`config.mk`:
```
export PLATFORM = sky130hd
export DESIGN_NAME = mux_rr_sel_arbiter_flat
export DESIGN_NICKNAME = d
export VERILOG_FILES = /design/src/rtl/mux_rr_sel_arbiter_if.sv /design/src/rtl/mux_rr_sel_arbiter.sv /design/src/flat_wrapper.sv
export SDC_FILE = /design/constraint.sdc
export NUM_CORES = 1
export LEC_CHECK = 0
export BUFFER_PORTS_ARGS = -buffer_cell sky130_fd_sc_hd__clkbuf_2
export CORE_UTILIZATION = 49
export DETAILED_ROUTE_END_ITERATION = 8
export PLACE_DENSITY_LB_ADDON = 0.1
export SLEW_MARGIN = 20
export SYNTH_ARGS = -nofsm -noshare
export SYNTH_HDL_FRONTEND = slang
export SYNTH_SLANG_ARGS = --single-unit
```
`constraint.sdc`:
```
create_clock -name clk -period 5.86 [get_ports clk]
set_clock_uncertainty 0.15 [all_clocks]
set_input_delay 0.879 -clock clk [delete_from_list [all_inputs] [get_ports clk]]
set_output_delay 0.879 -clock clk [all_outputs]
set_load 0.05 [all_outputs]
```
`src/rtl/mux_rr_sel_arbiter_if.sv`:
```
// Request/select bundle between the four sources, the round-robin arbiter and the 4:1 mux consumer.
// With MUX_ARB_LOCK_EN defined the bundle also carries the lock input.
interface mux_rr_sel_arbiter_if #(
  parameter int CNT_W = 8
);
  logic [3:0]       req;
  logic             ready;
`ifdef MUX_ARB_LOCK_EN
  logic             lock;
`endif
  logic [1:0]       sel;
  logic [3:0]       grant;
  logic             valid;
  logic [CNT_W-1:0] beat;

  // Arbiter side.
  modport master (
    input  req,
    input  ready,
`ifdef MUX_ARB_LOCK_EN
    input  lock,
`endif
    output sel,
    output grant,
    output valid,
    output beat
  );

  // Sources and consumer side.
  modport slave (
    output req,
    output ready,
`ifdef MUX_ARB_LOCK_EN
    output lock,
`endif
    input  sel,
    input  grant,
    input  valid,
    input  beat
  );
endinterface

```
`src/rtl/mux_rr_sel_arbiter.sv`:
```
// Round-robin arbiter driving the 2-bit select of a 4:1 mux, with a per-grant beat dwell limit.
// Optional MUX_ARB_LOCK_EN adds a lock input that suspends dwell expiry while asserted.
module mux_rr_sel_arbiter #(
  parameter int DWELL = 4,
  parameter int CNT_W = 8
) (
  input  logic                  clk,
  input  logic                  rst_n,
  mux_rr_sel_arbiter_if.master  bus
);

  typedef enum logic {IDLE = 1'b0, GRANT = 1'b1} state_t;

  localparam logic [CNT_W-1:0] DWELL_M1 = CNT_W'(DWELL - 1);

  state_t           state_q, state_d;
  logic [1:0]       sel_q, sel_d;
  logic [1:0]       last_q, last_d;
  logic [3:0]       grant_q, grant_d;
  logic             valid_q, valid_d;
  logic [CNT_W-1:0] beat_q, beat_d;

  logic [2:0]       pick;
  logic             xfer;
  logic             at_dwell;
  logic             drop;
  logic             expire;

  // Returns {found, index}: first set request at or after last+1, wrapping once.
  function automatic logic [2:0] rr_pick(input logic [3:0] r, input logic [1:0] last);
    logic [2:0] res;
    logic [1:0] idx;
    res = 3'b000;
    for (int i = 1; i <= 4; i++) begin
      idx = last + 2'(i);
      if (!res[2] && r[idx]) res = {1'b1, idx};
    end
    return res;
  endfunction

  function automatic logic [3:0] onehot(input logic [1:0] idx);
    return 4'b0001 << idx;
  endfunction

  always_comb begin
    state_d  = state_q;
    sel_d    = sel_q;
    last_d   = last_q;
    grant_d  = grant_q;
    valid_d  = valid_q;
    beat_d   = beat_q;
    drop     = 1'b0;
    expire   = 1'b0;
    pick     = rr_pick(bus.req, last_q);
    xfer     = valid_q && bus.ready;
    at_dwell = (beat_q == DWELL_M1);

    unique case (state_q)
      IDLE: begin
        valid_d = 1'b0;
        grant_d = 4'b0000;
        beat_d  = '0;
        if (pick[2]) begin
          state_d = GRANT;
          sel_d   = pick[1:0];
          last_d  = pick[1:0];
          grant_d = onehot(pick[1:0]);
          valid_d = 1'b1;
        end
      end

      GRANT: begin
        drop = !bus.req[sel_q];
`ifdef MUX_ARB_LOCK_EN
        expire = xfer && at_dwell && !bus.lock;
`else
        expire = xfer && at_dwell;
`endif
        if (drop || expire) begin
          // Re-arbitrate in the same cycle so consecutive grants have no bubble.
          beat_d = '0;
          if (pick[2]) begin
            sel_d   = pick[1:0];
            last_d  = pick[1:0];
            grant_d = onehot(pick[1:0]);
            valid_d = 1'b1;
          end else begin
            state_d = IDLE;
            grant_d = 4'b0000;
            valid_d = 1'b0;
          end
        end else if (xfer && !at_dwell) begin
          // Under lock the count saturates at DWELL-1 instead of expiring.
          beat_d = beat_q + 1'b1;
        end
      end

      default: begin
        state_d = IDLE;
        grant_d = 4'b0000;
        valid_d = 1'b0;
        beat_d  = '0;
      end
    endcase
  end

  always_ff @(posedge clk or negedge rst_n) begin
    if (!rst_n) begin
      state_q <= IDLE;
      sel_q   <= 2'd0;
      last_q  <= 2'd3;
      grant_q <= 4'b0000;
      valid_q <= 1'b0;
      beat_q  <= '0;
    end else begin
      state_q <= state_d;
      sel_q   <= sel_d;
      last_q  <= last_d;
      grant_q <= grant_d;
      valid_q <= valid_d;
      beat_q  <= beat_d;
    end
  end

  assign bus.sel   = sel_q;
  assign bus.grant = grant_q;
  assign bus.valid = valid_q;
  assign bus.beat  = beat_q;

endmodule

```
`src/flat_wrapper.sv`:
```
// flat-port wrapper written by rule: the top's interface ports become plain ports
module mux_rr_sel_arbiter_flat 
#(
  parameter int DWELL = 4,
  parameter int CNT_W = 8
)
  (clk, rst_n, bus_req, bus_ready, bus_sel, bus_grant, bus_valid, bus_beat);
  mux_rr_sel_arbiter_if #(.CNT_W(CNT_W)) bus_i ();
  input  logic clk;
  input  logic rst_n;
  input wire logic [$bits(bus_i.req)-1:0] bus_req;
  input wire logic [$bits(bus_i.ready)-1:0] bus_ready;
  output wire logic [$bits(bus_i.sel)-1:0] bus_sel;
  output wire logic [$bits(bus_i.grant)-1:0] bus_grant;
  output wire logic [$bits(bus_i.valid)-1:0] bus_valid;
  output wire logic [$bits(bus_i.beat)-1:0] bus_beat;
  assign bus_i.req = bus_req;
  assign bus_i.ready = bus_ready;
  assign bus_sel = bus_i.sel;
  assign bus_grant = bus_i.grant;
  assign bus_valid = bus_i.valid;
  assign bus_beat = bus_i.beat;
  mux_rr_sel_arbiter #(.DWELL(DWELL), .CNT_W(CNT_W)) u_core (.clk(clk), .rst_n(rst_n), .bus(bus_i));
endmodule
```
==> impl_metrics.py <==
metrics = {
    "global_route": {
        "grt_overflow": 0,
        "grt_antenna_before_repair": 0,
        "grt_max_degree": 19,
        "grt_usage": 0.199,
        "grt_pass1_wl_um": 2930,
        "grt_pass1_vias": 654,
    },
    "sta": {
        "rsz0062_at_grt": "no",
        "final_hold_viol_count": 0,
        "slew_headroom": 0.420,
        "finalSetupViolCount": 0,
        "finalCritPeriodShare": 0.413,
        "tightest_slew_ns": 0.867,
        "period_needed_ns": 2.42,
        "slew_viol_final": 0,
        "final.setup.tns_ns": 0,
        "max_freq_mhz": 413,
    },
    "pwr": {
        "p_int_mw": 0.278,
        "vdd_drop_max_mv": 0.320,
        "p_sw_mw": 0.246,
        "p_seq_frac": 0.369,
        "switching_share": 0.469,
        "clockPowerShare": 0.147,
        "power_density_nw_per_um2": 477,
        "comb_power_share": 0.484,
        "p_leak_nw": 0.513,
    },
    "setup_path": {
        "cp_slowest_stage_delay_ns": 0.72,
        "crit_start": "u_core.bus.beat[1]",
        "end_kind": "flip-flop",
        "path_depth": 5,
        "worstReg2RegEnd": "u_core.bus.grant[0]",
        "r2r_setup_slack_ns": 3.44,
        "crit_required_ns": 5.90,
        "cp_slowest_cell": "o41ai_4",
        "worstPathArrival_ns": 2.46,
        "start_kind": "flip-flop",
        "crit_family": "compound AO/OA/AOI/OAI gates",
        "cp_max_fo": 17,
        "crit_path_end": "u_core.bus.grant[0]",
        "r2r_start": "u_core.bus.beat[1]",
        "worstPathCellList": "ha_1 -> nor4b_2 -> nand3_1 -> o41ai_4 -> mux2_2",
        "setup.worst_path.class": "flip-flop to flip-flop",
        "timing.critical_path.buf_inv": 0,
        "reg2regPathDepth": 5,
    },
    "cts": {
        "cts_buffer_depth": 2,
        "post-cts-setup-buffers": 0,
        "tritoncts": "built",
        "clockRootBuffer": "clkbuf_4",
        "htree_num_levels": 1,
        "clock_latency_ns": 0.30,
        "cts_buffers": 3,
        "path_clk_slew_ns": 0.10,
        "cts-resized-gates": 0,
        "cts.sinks": 18,
        "ctsHoldBuffers": 0,
    },
    "finish": {
        "final_cell_area_um2": 1100,
        "drive_gt1_frac": 0.278,
        "n_antenna_cell": 0,
        "synthToLayoutAreaGrowth_pct": 17.2,
        "nFillCells": 169,
        "finalNetCount": 124,
    },
    "floorplan": {
        "die_h_um": 45.7,
        "die_area_um2": 2090,
        "die_w_um": 45.7,
        "io_pins": 22,
        "core_um2": 1760,
        "start_util": 0.531,
        "num_rows": 15,
    },
    "synth": {
        "syn-num-nets": 100,
        "synth_ff_type": "dfrtp_1",
        "syn-cell-area_um2": 937,
        "synth_edf_count": 0,
        "yosys_warnings": 0,
        "yosysTopAreaCell": "dfrtp_1",
        "syn-instance-count": 92,
        "yosysUniqueCellTypes": 31,
        "netlist_top_cells_area": "dfrtp_1 43%, a21oi_1 5.9%, dfstp_2 5.6%",
        "synth_top_area_frac": 0.427,
        "synth-seq-area-share": 0.483,
        "yosys_register_bits": 18,
        "synth.avg_cell_area_um2": 10.2,
        "yosysMostFrequentCell": "dfrtp_1",
        "async_reset_ff_frac": 1.00,
        "netlist_top_cells_count": "16 x dfrtp_1, 11 x a21oi_1, 7 x nor2_1",
    },
    "detailed_routing": {
        "antenna_left": 0,
        "drtIter0Drc": 23,
        "wl_per_cell_um": 12.9,
        "firstDrtPassIters": 4,
        "routed_wl_um": 1810,
        "viasPerCell": 5.42,
        "num_vias": 759,
        "drc_errors": 0,
    },
    "placement": {
        "routabilityCongestion": 0.820,
        "dpl.hpwl_um": 1350,
        "placed_area_um2": 1060,
        "port_buffers": 21,
    },
    "hold_path": {
        "worstHoldPathType": "input pin to async pin",
    },
    "outcome": {
        "run_status": "complete, no violations",
    },
    "job": {
        "cap_violations": 0,
    },
}
per-layer routing:
layer  share of wire  track usage
met5               0            0
met1            0.47        0.292
met4           0.020       0.0882
met2            0.44        0.283
met3           0.063       0.0397
final cells by class:
class | count | area [um2] | share of cell area
Multi-Input combinational cell | 66 | 450 | 0.410
Sequential cell | 18 | 453 | 0.412
Clock buffer | 4 | 36.3 | 0.0330
Tap cell | 25 | 31.3 | 0.0285
Inverter | 6 | 22.5 | 0.0205
Timing Repair Buffer | 21 | 105 | 0.0957
cell usage in the layout (no fill, tap or decap), types with 3 or more instances in the layout:
cell      count
clkbuf_2     21
dfrtp_1      16
a21oi_1      11
nor2_1        7
nand2_1       6
inv_1         6
xnor2_1       5
mux2i_1       3
nand2b_1      3
and2_1        3
nand4_1       3
o21ai_0       3
o22ai_1       3
clkbuf_4      3
power by group through the flow:
stage,registers (mW),logic [mW],clock network [mW]
after floorplan,0.274,0.123,0
after global placement,0.194,0.252,0
after detailed placement,0.197,0.254,0
after CTS,0.194,0.255,0.0786
after global routing,0.200,0.275,0.0822
final,0.193,0.254,0.0768
through the flow:
step                worst slack [ns]  total power, mW  std cells   util  hold slack (ns)
finish                          3.44            0.524        140  0.623            0.345
global route                    3.22            0.557        140  0.623            0.377
CTS                             3.41            0.528        140  0.623            0.358
detailed placement              3.36            0.451        136  0.602            0.375
global placement                3.39            0.446        136  0.602            0.344
floorplan                       3.57            0.397         92      -            0.356
worst min path at each step:
stage | cells after the start | endpoint | startpoint
CTS | 1 | u_core.bus.grant[0] | rst_n
floorplan | 2 | u_core.last_q[0] | u_core.last_q[0]
global placement | 1 | u_core.bus.grant[0] | u_core.bus.grant[0]
detailed placement | 1 | u_core.bus.grant[0] | u_core.bus.grant[0]
global route | 1 | u_core.bus.grant[0] | rst_n
finish | 1 | u_core.bus.grant[0] | rst_n
worst reg2reg max path: stages, from the launching register on:
cell and delay, ns:
dfrtp_1 0.45, ha_1 0.24, nor4b_2 0.20, nand3_1 0.15, o41ai_4 0.72, mux2_2 0.42
sequential cells by signal (all words and copies together), names as in the netlist:
register,flops
u_core.bus.grant,4
u_core.bus.valid,1
u_core.bus.beat,8
u_core.last_q,2
u_core.state_q,1
u_core.bus.sel,2
cell families (layout without fill, tap and decap cells):
group	count (synthesis)	in the layout	synth area share
AOI/OAI and AO/OA	24	24	0.182
xor gates and xnor gates	5	5	0.0467
adders and majority gates	1	1	0.0133
buffers and inverters	8	31	0.0360
DFF	18	18	0.483
muxes	5	5	0.0561
and+or+nand+nor	31	31	0.183
Note: power is estimated with default switching activity, not from simulation.
